File: src/rtl/tft_layer_compositor.sv
// TFT timing generator with N windowed layers: issues window-local read requests and
// merges the returned pixels by fixed priority with per-layer colour-key transparency.
module tft_layer_compositor #(
    parameter int H_ACTIVE = 800,
    parameter int H_FP     = 40,
    parameter int H_SYNC   = 128,
    parameter int H_BP     = 88,
    parameter int V_ACTIVE = 480,
    parameter int V_FP     = 1,
    parameter int V_SYNC   = 3,
    parameter int V_BP     = 21,
    parameter int N_LAYERS = 4,
    parameter int CW       = 11,
    parameter int DW       = 16,
    parameter int RD_LAT   = 2,
    parameter logic [DW-1:0] BG_COLOR = '0,
    parameter logic [DW-1:0] KEY      = DW'(16'hF81F)
) (
    input  logic                     clk_vga,
    input  logic                     rst,
    input  logic                     enable,
    input  logic [N_LAYERS-1:0]      layer_en,
    input  logic [N_LAYERS-1:0]      layer_key_en,
    input  logic [N_LAYERS*CW-1:0]   layer_x,
    input  logic [N_LAYERS*CW-1:0]   layer_y,
    input  logic [N_LAYERS*CW-1:0]   layer_w,
    input  logic [N_LAYERS*CW-1:0]   layer_h,
    output logic [N_LAYERS-1:0]      layer_req,
    output logic [N_LAYERS*CW-1:0]   layer_hcount,
    output logic [N_LAYERS*CW-1:0]   layer_vcount,
    input  logic [N_LAYERS*DW-1:0]   layer_data,
    output logic [DW-1:0]            tft_rgb,
    output logic                     tft_hs,
    output logic                     tft_vs,
    output logic                     tft_de,
    output logic                     frame_start
);
    localparam int H_TOTAL = H_ACTIVE + H_FP + H_SYNC + H_BP;
    localparam int V_TOTAL = V_ACTIVE + V_FP + V_SYNC + V_BP;
    localparam logic [CW-1:0] H_LAST = CW'(H_TOTAL - 1);
    localparam logic [CW-1:0] V_LAST = CW'(V_TOTAL - 1);
    localparam logic [CW-1:0] HA     = CW'(H_ACTIVE);
    localparam logic [CW-1:0] VA     = CW'(V_ACTIVE);
    localparam logic [CW-1:0] HS_BEG = CW'(H_ACTIVE + H_FP);
    localparam logic [CW-1:0] HS_END = CW'(H_ACTIVE + H_FP + H_SYNC);
    localparam logic [CW-1:0] VS_BEG = CW'(V_ACTIVE + V_FP);
    localparam logic [CW-1:0] VS_END = CW'(V_ACTIVE + V_FP + V_SYNC);

    typedef struct packed {
        logic hs;
        logic vs;
        logic de;
        logic fs;
    } sync_t;
    localparam sync_t SYNC_IDLE = '{hs: 1'b1, vs: 1'b1, de: 1'b0, fs: 1'b0};

    logic [CW-1:0] h_cnt, v_cnt;
    logic          at_origin;
    assign at_origin = (h_cnt == '0) && (v_cnt == '0);

    // NOTE: sequential state always uses non-blocking assignments so every register
    // samples pre-edge values, independent of block ordering.
    always_ff @(posedge clk_vga or posedge rst) begin
        if (rst) begin
            h_cnt <= '0;
            v_cnt <= '0;
        end else if (!enable) begin
            h_cnt <= '0;
            v_cnt <= '0;
        end else if (h_cnt == H_LAST) begin
            h_cnt <= '0;
            v_cnt <= (v_cnt == V_LAST) ? '0 : v_cnt + 1'b1;
        end else begin
            h_cnt <= h_cnt + 1'b1;
        end
    end

    logic [N_LAYERS-1:0]    sh_en, sh_key;
    logic [N_LAYERS*CW-1:0] sh_x, sh_y, sh_w, sh_h;

    always_ff @(posedge clk_vga or posedge rst) begin
        if (rst) begin
            sh_en  <= '0;
            sh_key <= '0;
            sh_x   <= '0;
            sh_y   <= '0;
            sh_w   <= '0;
            sh_h   <= '0;
        end else if (at_origin) begin
            sh_en  <= layer_en;
            sh_key <= layer_key_en;
            sh_x   <= layer_x;
            sh_y   <= layer_y;
            sh_w   <= layer_w;
            sh_h   <= layer_h;
        end
    end

    // Pixel (0,0) uses the live geometry being sampled, so a new frame never sees stale windows.
    logic [N_LAYERS-1:0]    eff_en, eff_key;
    logic [N_LAYERS*CW-1:0] eff_x, eff_y, eff_w, eff_h;
    assign eff_en  = at_origin ? layer_en     : sh_en;
    assign eff_key = at_origin ? layer_key_en : sh_key;
    assign eff_x   = at_origin ? layer_x      : sh_x;
    assign eff_y   = at_origin ? layer_y      : sh_y;
    assign eff_w   = at_origin ? layer_w      : sh_w;
    assign eff_h   = at_origin ? layer_h      : sh_h;

    logic active;
    assign active = (h_cnt < HA) && (v_cnt < VA);

    logic [N_LAYERS-1:0]    hit;
    logic [N_LAYERS*CW-1:0] loc_h, loc_v;

    for (genvar i = 0; i < N_LAYERS; i++) begin : g_layer
        logic [CW-1:0] w, hgt;
        logic [CW:0]   x0, x1, y0, y1;
        assign w   = eff_w[i*CW +: CW];
        assign hgt = eff_h[i*CW +: CW];
        assign x0  = {1'b0, eff_x[i*CW +: CW]};
        assign y0  = {1'b0, eff_y[i*CW +: CW]};
        assign x1  = x0 + {1'b0, w};
        assign y1  = y0 + {1'b0, hgt};
        assign hit[i] = active && eff_en[i] && (w != '0) && (hgt != '0)
                     && ({1'b0, h_cnt} >= x0) && ({1'b0, h_cnt} < x1)
                     && ({1'b0, v_cnt} >= y0) && ({1'b0, v_cnt} < y1);
        assign loc_h[i*CW +: CW] = hit[i] ? h_cnt - eff_x[i*CW +: CW] : '0;
        assign loc_v[i*CW +: CW] = hit[i] ? v_cnt - eff_y[i*CW +: CW] : '0;
    end

    sync_t sync_d;
    // NOTE: every always_comb output gets a default first, so no path can infer a latch.
    always_comb begin
        sync_d    = SYNC_IDLE;
        sync_d.hs = !((h_cnt >= HS_BEG) && (h_cnt < HS_END));
        sync_d.vs = !((v_cnt >= VS_BEG) && (v_cnt < VS_END));
        sync_d.de = active;
        sync_d.fs = at_origin;
    end

    logic [N_LAYERS-1:0] key_s1;
    sync_t               sync_s1;

    always_ff @(posedge clk_vga or posedge rst) begin
        if (rst) begin
            layer_req    <= '0;
            layer_hcount <= '0;
            layer_vcount <= '0;
            key_s1       <= '0;
            sync_s1      <= SYNC_IDLE;
        end else begin
            layer_req    <= enable ? hit            : '0;
            layer_hcount <= enable ? loc_h          : '0;
            layer_vcount <= enable ? loc_v          : '0;
            key_s1       <= enable ? (hit & eff_key) : '0;
            sync_s1      <= enable ? sync_d         : SYNC_IDLE;
        end
    end

    // Request, key and timing travel together for the RD_LAT clocks the sources take.
    logic [N_LAYERS-1:0] req_dl  [RD_LAT];
    logic [N_LAYERS-1:0] key_dl  [RD_LAT];
    sync_t               sync_dl [RD_LAT];

    // NOTE: the delay line is reset, not left as uninitialised storage, because a stale
    // entry would reach the pins right after reset.
    always_ff @(posedge clk_vga or posedge rst) begin
        if (rst) begin
            for (int j = 0; j < RD_LAT; j++) begin
                req_dl[j]  <= '0;
                key_dl[j]  <= '0;
                sync_dl[j] <= SYNC_IDLE;
            end
        end else begin
            req_dl[0]  <= layer_req;
            key_dl[0]  <= key_s1;
            sync_dl[0] <= sync_s1;
            for (int j = 1; j < RD_LAT; j++) begin
                req_dl[j]  <= req_dl[j-1];
                key_dl[j]  <= key_dl[j-1];
                sync_dl[j] <= sync_dl[j-1];
            end
        end
    end

    // Scan from lowest priority upward; the last opaque layer written wins.
    logic [DW-1:0] pix_d;
    always_comb begin
        pix_d = BG_COLOR;
        for (int i = N_LAYERS - 1; i >= 0; i--) begin
            if (req_dl[RD_LAT-1][i] &&
                !(key_dl[RD_LAT-1][i] && (layer_data[i*DW +: DW] == KEY)))
                pix_d = layer_data[i*DW +: DW];
        end
        if (!sync_dl[RD_LAT-1].de)
            pix_d = '0;
    end

    always_ff @(posedge clk_vga or posedge rst) begin
        if (rst) begin
            tft_rgb     <= '0;
            tft_hs      <= 1'b1;
            tft_vs      <= 1'b1;
            tft_de      <= 1'b0;
            frame_start <= 1'b0;
        end else begin
            tft_rgb     <= pix_d;
            tft_hs      <= sync_dl[RD_LAT-1].hs;
            tft_vs      <= sync_dl[RD_LAT-1].vs;
            tft_de      <= sync_dl[RD_LAT-1].de;
            frame_start <= sync_dl[RD_LAT-1].fs;
        end
    end

endmodule

File: config.mk
export PLATFORM = sky130hd
export DESIGN_NAME = tft_layer_compositor
export DESIGN_NICKNAME = d
export VERILOG_FILES = /design/src/rtl/tft_layer_compositor.sv
export SDC_FILE = /design/constraint.sdc
export NUM_CORES = 1
export LEC_CHECK = 0
export CORE_UTILIZATION = 55
export DETAILED_ROUTE_END_ITERATION = 16
export PLACE_DENSITY_LB_ADDON = 0.15
export REMOVE_ABC_BUFFERS = 1
export SLEW_MARGIN = 20
export SYNTH_ARGS = -nofsm -noshare
export SYNTH_HDL_FRONTEND = slang
export SYNTH_SLANG_ARGS = --single-unit
File: constraint.sdc
create_clock -name clk_vga -period 13.45 [get_ports clk_vga]
set_clock_uncertainty 0.1 [all_clocks]
set_input_delay 2.69 -clock clk_vga [delete_from_list [all_inputs] [get_ports clk_vga]]
set_output_delay 2.69 -clock clk_vga [all_outputs]
set_load 0.005 [all_outputs]
Word-level counts from Yosys, hierarchy flattened --
Cells that the tools add are included. Widths: inputs -> output; s select.
Word-level totals: register bits after elaboration 350, bits in latches 0, bits in writable memories 0, bits in read-only memories 0, input port bits 251, output and inout bits 112, word-level logic and storage cells 166, memories kept 0
Operators by class: $add $sub $neg 18, multiply operators 0, div/mod/pow operators 0, magnitude comparators 22, eq/ne operators 7, shifts and indexed selects 0, mux-type cells 29, bitwise gates (word level) 1, reduce and logical (&&, ||, !) cells 56
Operator list (count):
- $mux 44 | 6
- $mux 11 | 13
- $add 11x11->12 | 8
- $lt 11x12->1 | 8
- $ge 11x11->1 | 8
- $reduce_bool 11->1 | 8
- $sub 11x11->11 | 8
- $mux 16 | 5
- $eq 16x16->1 const B | 4
- $logic_and 1x1->1 | 40
- $add 11x1->11 const B | 2
- $logic_not 11->1 | 2
- $lt 11x10->1 const B | 2
- $lt 11x9->1 const B | 2
- $mux 4 | 5
- $eq 11x11->1 const B | 1
- $eq 11x9->1 const B | 1
- $ge 11x10->1 const B | 1
- $ge 11x9->1 const B | 1
- $logic_not 1->1 | 6
- $and 4x4->4 | 1
- $ne 2x1->1 const B | 1

Logic depth before layout (Yosys ltp) --
Gate-level depths: netlist of run 1.
word-level depth 12, depth in mapped cells 34, mapped depth without buffers 27

Worst setup path after synthesis of run 1 --
Ideal clock, no wire load.
path type in2reg, start point input port layer_y[34], end point register layer_hcount[39], setup time 138 ps, data arrival time 6382 ps, data required time 13212 ps, setup slack 6830 ps, stages on the path 19, path buffers 1, cell sequence nand2_1 -> and2_1 -> inv_1 -> fa_1 -> a21o_1 -> a21oi_1 -> o21bai_1 -> a21oi_1 -> nor2b_1 -> o21a_1 -> o21ai_0 -> nand2b_1 -> a21oi_1 -> xor2_1 -> ha_1 -> a211oi_1 -> a2111oi_1 -> clkbuf_1 -> nor4_1
On the way: cells in the longest elaborated chain, start to end 6, elaborated cells on any way between the ends 8, those cells by class 1 x add/sub; 2 x order compare; 3 x mux; 2 x reduce/logical
Ends and longest elaborated chain:
- start: declaration | line 25 | input logic [N_LAYERS*CW-1:0] layer_y,
- $mux 44 (*)
- named net eff_y[34] | line 101 | logic [N_LAYERS*CW-1:0] eff_x, eff_y, eff_w, eff_h;
- $add 11x11->12 / $ge 11x11->1 (equally long branches) | line 123, 126
- $lt 11x12->1 / $logic_and 1x1->1 (equally long branches) | line 126 | && ({1'b0, v_cnt} >= y0) && ({1'b0, v_cnt} < y1);
- $logic_and 1x1->1 (*) | line 126
- $mux 11 (*) | line 127 | assign loc_h[i*CW +: CW] = hit[i] ? h_cnt - eff_x[i*CW +: CW] : '0;
- $mux 44 (*) | line 153 | layer_hcount <= enable ? loc_h : '0;
- end signal: assignment | line 153
- end: declaration | line 29 | output logic [N_LAYERS*CW-1:0] layer_hcount,
Mark *: on every way through the listed nets, which the timed path passes. The rest lies on a longest branch. A chain may end at the register's enable or synchronous reset.

Worst setup path in the final report of run 1 --
start point register h_cnt[1], end point register layer_hcount[10]
On the way: cells in the longest elaborated chain, start to end 12, elaborated cells on any way between the ends 27, those cells by class 3 x add/sub; 5 x order compare; 7 x mux; 12 x reduce/logical
Ends and longest elaborated chain:
- start: declaration | line 57 | logic [CW-1:0] h_cnt, v_cnt;
- start signal: assignment | line 74 | h_cnt <= h_cnt + 1'b1;
- branches (longest 10 deep; another with $add 11x11->12)
- $mux 11 (*) | line 127
- $mux 44 (*) | line 153
Mark *: on every way between the ends.

==> out/qor.txt, run 1 <==
Crit-path cells: clkinv_1, ha_1, nor4b_4, and3_1, nand2_8, buf_4, mux2i_2, inv_1, ha_1, o21ai_0, a21oi_1, or4_1, a31o_2, a21oi_1, xor2_1, ha_1, nor3_1, o21ai_0, a21oi_1, o31a_1, nor4_1, a211oi_1, nand4_4, nor3b_1
Cts repair resizes: 0
Setup_tns: 0 ps
Synth top area share: 0.370
Clk Tree Root Cell: clkbuf_16
Mapped Cells: 2625
Rows: 74
Syn_area_per_cell: 8.82 µm²
Cell taking the most area after synthesis: dfrtp_1
Clock Pin Slew Worst Setup and Hold Paths: 60 ps
Post-route ant nets: 0
Sequential share of power: 0.317
Worst-margin pin slew: 1100 ps
Grt total ovfl: 0
Worst VDD drop: 0.0000800 V
Part of the power in the clock network: 0.293
Sw Share: 0.357
Die width: 207 µm
Hold crit path type: flip-flop to flip-flop
CP required: 13800 ps
Combinational Power Share: 0.390
Crit-path max FO: 71
Synth cell types: 90
Final-report setup violation count: 0
Final core occ: 0.696
Vias: 20700
Crit-path max cell delay: 830 ps
Pwr Density: 136 mW/mm²
Max_cap viols: 0
RSZ-0062 raised after global routing: no
Area occupied by multi-input gates: 0.0135 mm²
Vias in the first global route: 20800
Post-route insts no fill: 3539
Synth area leaders: dfrtp_1 37%, ha_1 14%, nand2_1 8.9%
Top FF cell, synth: dfrtp_1
CTS Buffer Depth: 3
Fillers: 3284
F_max: 127 MHz
Port Buffer Count: 362
Post-route cell area: 0.0287 mm²
Switching power: 0.00139 W
Area growth syn-to-layout: 23.8%
Critical path launch point: h_cnt[1]
Reg area: 0.00877 mm²
Sequential fraction of the synthesis area: 0.379
I/O pin total: 363
Int Power: 0.00250 W
GP Congestion: 0.951
Hold path startpoint: key_dl[6]
Worst r2r src: h_cnt[1]
First-pass DRT Iterations: 5
First-pass GRT wire length: 111 mm
Nets: 3486
Startpoint types: flip-flop
Mapped Area: 0.0232 mm²
Worst-skew pair later-pin latency: 570 ps
Die height: 207 µm
Number of H-tree levels: 2
Iteration-0 DRC count of the detailed router: 1500
Ys Warns: 0
Largest net degree at the start of global routing: 183
Placed Area: 0.0273 mm²
Top cells by count, synth: 548 x nand2_1, 342 x dfrtp_1, 253 x ha_1
DPL Wire Length: 52.7 mm
CTS tree: built
Clock sinks: 350
Slowest-stage cell, CP: dfrtp_1
Final hold viol count: 0
Crit path DAT: 8240 ps
Max-slew violations: 0
Outcome: complete, no violations
Final Cycle Share: 0.586
Post-CTS setup buffers: 0
Total GRT Usage: 0.329
Most frequent cell after synthesis: nand2_1
#FFs+latches synth: 350
Starting Density: 0.562
CTS Buf Count: 39
Pleak: 14.0 nW
DR WL/cell: 19.9 µm
DRC: 0
Max-slew headroom: 0.265
CTS Hold Bufs: 0
Avg Vias per Cell: 5.85
Setup CP Type: flip-flop to flip-flop
Reg2reg setup slack: 5560 ps
Async SR Flop Fraction: 1.00
Die Area: 0.0429 mm²
Placed cell count: 3465
Final Critical Period: 7890 ps
Core area: 0.0412 mm²
Setup crit end kind: flip-flop
Share of layout cells above drive strength 1: 0.0453
DRT Wirelength: 70.5 mm
Number of flops mapped to enable cells by yosys: 0
Initial antenna violation count: 2
[cells by family (layout without fill, tap and decap cells)]
family / Yosys count / count (layout) / share of synthesized area
buf+inv: 229 / 609 / 0.0396
other cells: 0 / 2 / 0
simple gates: 1090 / 1090 / 0.221
flops: 350 / 350 / 0.379
mux: 10 / 10 / 0.00616
xor+xnor: 167 / 167 / 0.0632
compound gates: 503 / 503 / 0.141
fa+ha+maj: 276 / 276 / 0.150
[state kept, by name (all words and copies together) (netlist names)]
register,count
sh_x,44
sync_s1,4
h_cnt,11
layer_hcount,44
sh_w,44
tft_hs,1
tft_rgb,16
sh_en,4
req_dl,8
layer_vcount,44
v_cnt,11
sh_y,44
key_dl,8
sh_key,4
sh_h,44
tft_vs,1
layer_req,4
sync_dl,8
tft_de,1
key_s1,4
frame_start,1
[worst max-delay path, delay by kind of cell, from the launching register on]
family,cells,cell delay (ps)
compound gates,8,1500
xor+xnor,1,90
fa+ha+maj,3,900
buf+inv,3,1330
flops,1,830
mux,1,500
simple gates,8,2480
[power groups by stage]
stage,sequential [W],clock (W),combinational (W)
5_1_grt,0.00124,0.00119,0.00170
3_3_place_gp,0.00124,0,0.00145
6_report,0.00123,0.00114,0.00152
4_1_cts,0.00123,0.00115,0.00151
2_1_floorplan,0.00123,0,0.00111
3_5_place_dp,0.00125,0,0.00149
[metal layers]
layer,up-vias,GRT usage,wire [µm]
met5,-,0,0
met4,0,0.136,2700
met3,144,0.0637,5120
met2,794,0.532,32300
met1,9920,0.432,30400
li1,9831,-,-
[placed cells by master, fill, tap and decap left out, drive strengths merged, types with 31 or more instances in the layout]
master and n:
clkdlybuf4s50 362, dfrtp 342, nor4 54, clkbuf 57, o21ai 100, nand2 549, a21oi 148, nand2b 35
nor2 163, inv 154, nor3 49, nand4 41, a21o 56, xor2 77, xnor2 90, and2 70
nand3 31, nor2b 31, a211oi 34, ha 253
[final timing paths]
path / endpoint / depth (start not counted)
max in group asynchronous: sh_y[9] / 3
max: layer_hcount[10] / 24
min in group asynchronous: tft_rgb[2] / 2
min: key_dl[2] / 0
max reg2reg: layer_hcount[10] / 24
min reg2reg: key_dl[2] / 0
[per-stage QoR]
stage / worst slack (ps) / total power (W) / hold slack [ps]
final: 5560 / 0.00389 / 241
after global routing: 4920 / 0.00414 / 250
after CTS: 5570 / 0.00389 / 246
after detailed placement: 5460 / 0.00274 / 235
after global placement: 5660 / 0.00269 / 233
after floorplan: 966 / 0.00234 / 231
[layout make-up]
cell class | count | share of cell area
antenna | 2 | 0.000175
clock buffer | 57 | 0.0396
clock inverter | 15 | 0.00773
inverter | 153 | 0.0203
multi-input combinational | 2046 | 0.470
sequential | 350 | 0.306
tap | 532 | 0.0232
timing repair buffer | 384 | 0.133
(Power assumes the default switching activity.)
==> run 2, diff against run 1 <==
==> constraint.sdc (replaced) <==
create_clock -name clk_vga -period 7.3 [get_ports clk_vga]
set_clock_uncertainty 0.1 [all_clocks]
set_input_delay 1.46 -clock clk_vga [delete_from_list [all_inputs] [get_ports clk_vga]]
set_output_delay 1.46 -clock clk_vga [all_outputs]
set_load 0.005 [all_outputs]
==> run 2 against run 1 <==
  * Setup slack got worse by 5100 ps
  * Sequential share of layout area is 0.25 points lower
  * Clock power rose by 87%
  * Critical path depth is 4 higher
  * Die area did not move
  * Register-to-register slack got worse by 5100 ps
  * Routed wire length grew 2.6%
  * Cell count up 0.68%
  * Fmax increased by 16%
==> out/qor.txt, run 2 (synthesized netlist as in run 1, its figures left out) <==
Tot Pwr: 0.00723 W (+86%)
DPL Wire Length: 54.1 mm (+2.7%)
Slowest-stage cell, CP: a311o_2
Setup WS pre-CTS: 339 ps (-5120 ps)
Die Area: 0.0429 mm² (unchanged)
Port Buffer Count: 362 (unchanged)
Starting Density: 0.562 (unchanged)
Top cell family by delay on the critical path: compound AO/OA/AOI/OAI gates
First-pass GRT wire length: 114 mm (+3.0%)
Met1 global-route usage: 0.453 (+0.0208)
F_max: 147 MHz (+16%)
Vias: 20900 (+0.95%)
Hold crit path type: flip-flop to flip-flop
Post-CTS setup buffers: 0 (unchanged)
Post-route ant nets: 0 (unchanged)
Final hold viol count: 0 (unchanged)
Die height: 207 µm (unchanged)
Worst VDD drop: 0.000225 V (+180%)
Crit path depth: 28 (+17%)
Final-report setup violation count: 0 (unchanged)
Number of H-tree levels: 2 (unchanged)
Core area: 0.0412 mm² (unchanged)
Commonest non-fill, non-tap cells in the layout: 548 x nand2_1, 362 x clkdlybuf4s50_1, 342 x dfrtp_1
Largest net degree at the start of global routing: 128 (-30%)
Area growth syn-to-layout: 24.8%
Max-slew headroom: 0.317 (+0.0515)
I/O pin total: 363 (unchanged)
Commonest non-fill, non-tap cell in the layout: nand2_1
Final Critical Period: 6800 ps (-1090 ps)
Worst-skew pair later-pin latency: 560 ps (about the same)
Met2 GRT Util: 0.542 (+0.00955)
Setup CP Type: flip-flop to flip-flop
Total GRT Usage: 0.338 (+0.00949)
CTS Buf Count: 39 (unchanged)
Avg Vias per Cell: 5.86 (+0.27%)
Setup crit end kind: flip-flop
CTS Buffer Depth: 3 (unchanged)
Rows: 74 (unchanged)
Grt met3 use: 0.0559 (-0.00773)
Max-slew violations: 0 (unchanged)
Crit path DAT: 7170 ps (-1070 ps)
Grt peak-use layer: met2
Outcome: complete, no violations
WP buf/inv: 3 (unchanged)
Worst Hold Depth: 0 (unchanged)
R2R cell count: 28 (+17%)
Vias in the first global route: 21200 (+1.8%)
RSZ-0062 raised after global routing: no
Crit-path max cell delay: 570 ps (-260 ps)
Clk Tree Root Cell: clkbuf_16
CTS tree: built
Final Cycle Share: 0.931 (+0.345)
DRT Wirelength: 72.4 mm (+2.6%)
DR WL/cell: 20.3 µm (+1.9%)
Pleak: 14.1 nW (+1.1%)
Initial antenna violation count: 1 (-1)
Nets: 3511 (+0.72%)
CTS Hold Bufs: 0 (unchanged)
Crit-path max FO: 24 (-66%)
Worst-margin pin slew: 1020 ps (-77.2 ps)
Clock sinks: 350 (unchanged)
Die width: 207 µm (unchanged)
Startpoint types: flip-flop
Iteration-0 DRC count of the detailed router: 1719 (+15%)
Max_cap viols: 0 (unchanged)
GP Congestion: 0.961 (+1.0%)
Fin worst setup slack: 503 ps (-5060 ps)
First-pass DRT Iterations: 5 (unchanged)
Clock Pin Slew Worst Setup and Hold Paths: 70 ps (about the same)
Cts repair resizes: 0 (unchanged)
CP required: 7670 ps (-6130 ps)
Grt total ovfl: 0 (unchanged)
Share of layout cells above drive strength 1: 0.0554 (+0.0102)
DRC: 0 (unchanged)
Pwr Density: 250 mW/mm² (+84%)
-- run 2: cell types whose count changed in the layout (fill, tap and decap cells not counted), sizes merged --
cell	delta
buf	+24
clkbuf	-4
clkinv	+5
clkinvlp	-1
diode	-1
nor2	+1
-- run 2: cell type report --
cell class / count / area, µm²
Sequential cell: 350 / 8770
Tap cell: 532 / 666
Antenna cell: 1 / 2.50
Inverter: 153 / 582
Clock buffer: 53 / 1140
Fill cell: 3221 / 12300
Clock inverter: 19 / 258
Timing Repair Buffer: 408 / 3990
Multi-Input combinational cell: 2047 / 13500
-- run 2: power by group --
group,internal [W],switching (W)
registers,0.00215,0.000118
clock network,0.00128,0.000850
logic,0.00121,0.00161
-- run 2: metal layers --
| layer | routed length (µm) | up-vias | share of wire |
|---|---|---|---|
| li1 | - | 9858 | - |
| met1 | 30900 | 10000 | 0.43 |
| met2 | 33100 | 831 | 0.46 |
| met3 | 5380 | 166 | 0.074 |
| met4 | 3050 | 0 | 0.042 |
| met5 | 0 | - | 0 |
-- run 2: worst reg2reg max path, delay by kind of cell (launching register included) --
family          cells  cell delay (ps)
flops               1              430
compound gates     14             3260
xor+xnor            1              100
fa+ha+maj           3              700
simple gates        7             1520
buf+inv             3              620
-- run 2: per-stage QoR --
| step | cell area (µm²) | util | hold slack (ps) | TNS [ps] | std cells |
|---|---|---|---|---|---|
| floorplan | 22800 | - | 231 | -1502690 | 2549 |
| global placement | 27500 | 0.667 | 232 | 0 | 3488 |
| detailed placement | 27500 | 0.667 | 235 | 0 | 3488 |
| CTS | 28900 | 0.701 | 238 | 0 | 3560 |
| global route | 28900 | 0.701 | 256 | 0 | 3563 |
| finish | 28900 | 0.701 | 238 | 0 | 3563 |
-- run 2: worst paths after layout --
check	slack, ps	startpoint	to
setup / recovery	500	h_cnt[0]	layer_vcount[16]
hold / removal	240	key_dl[5]	key_dl[1]
setup reg to reg	500	h_cnt[0]	layer_vcount[16]
hold reg to reg	240	key_dl[5]	key_dl[1]
max in group asynchronous	4310	rst	sh_x[4]
min in group asynchronous	1350	rst	tft_rgb[1]
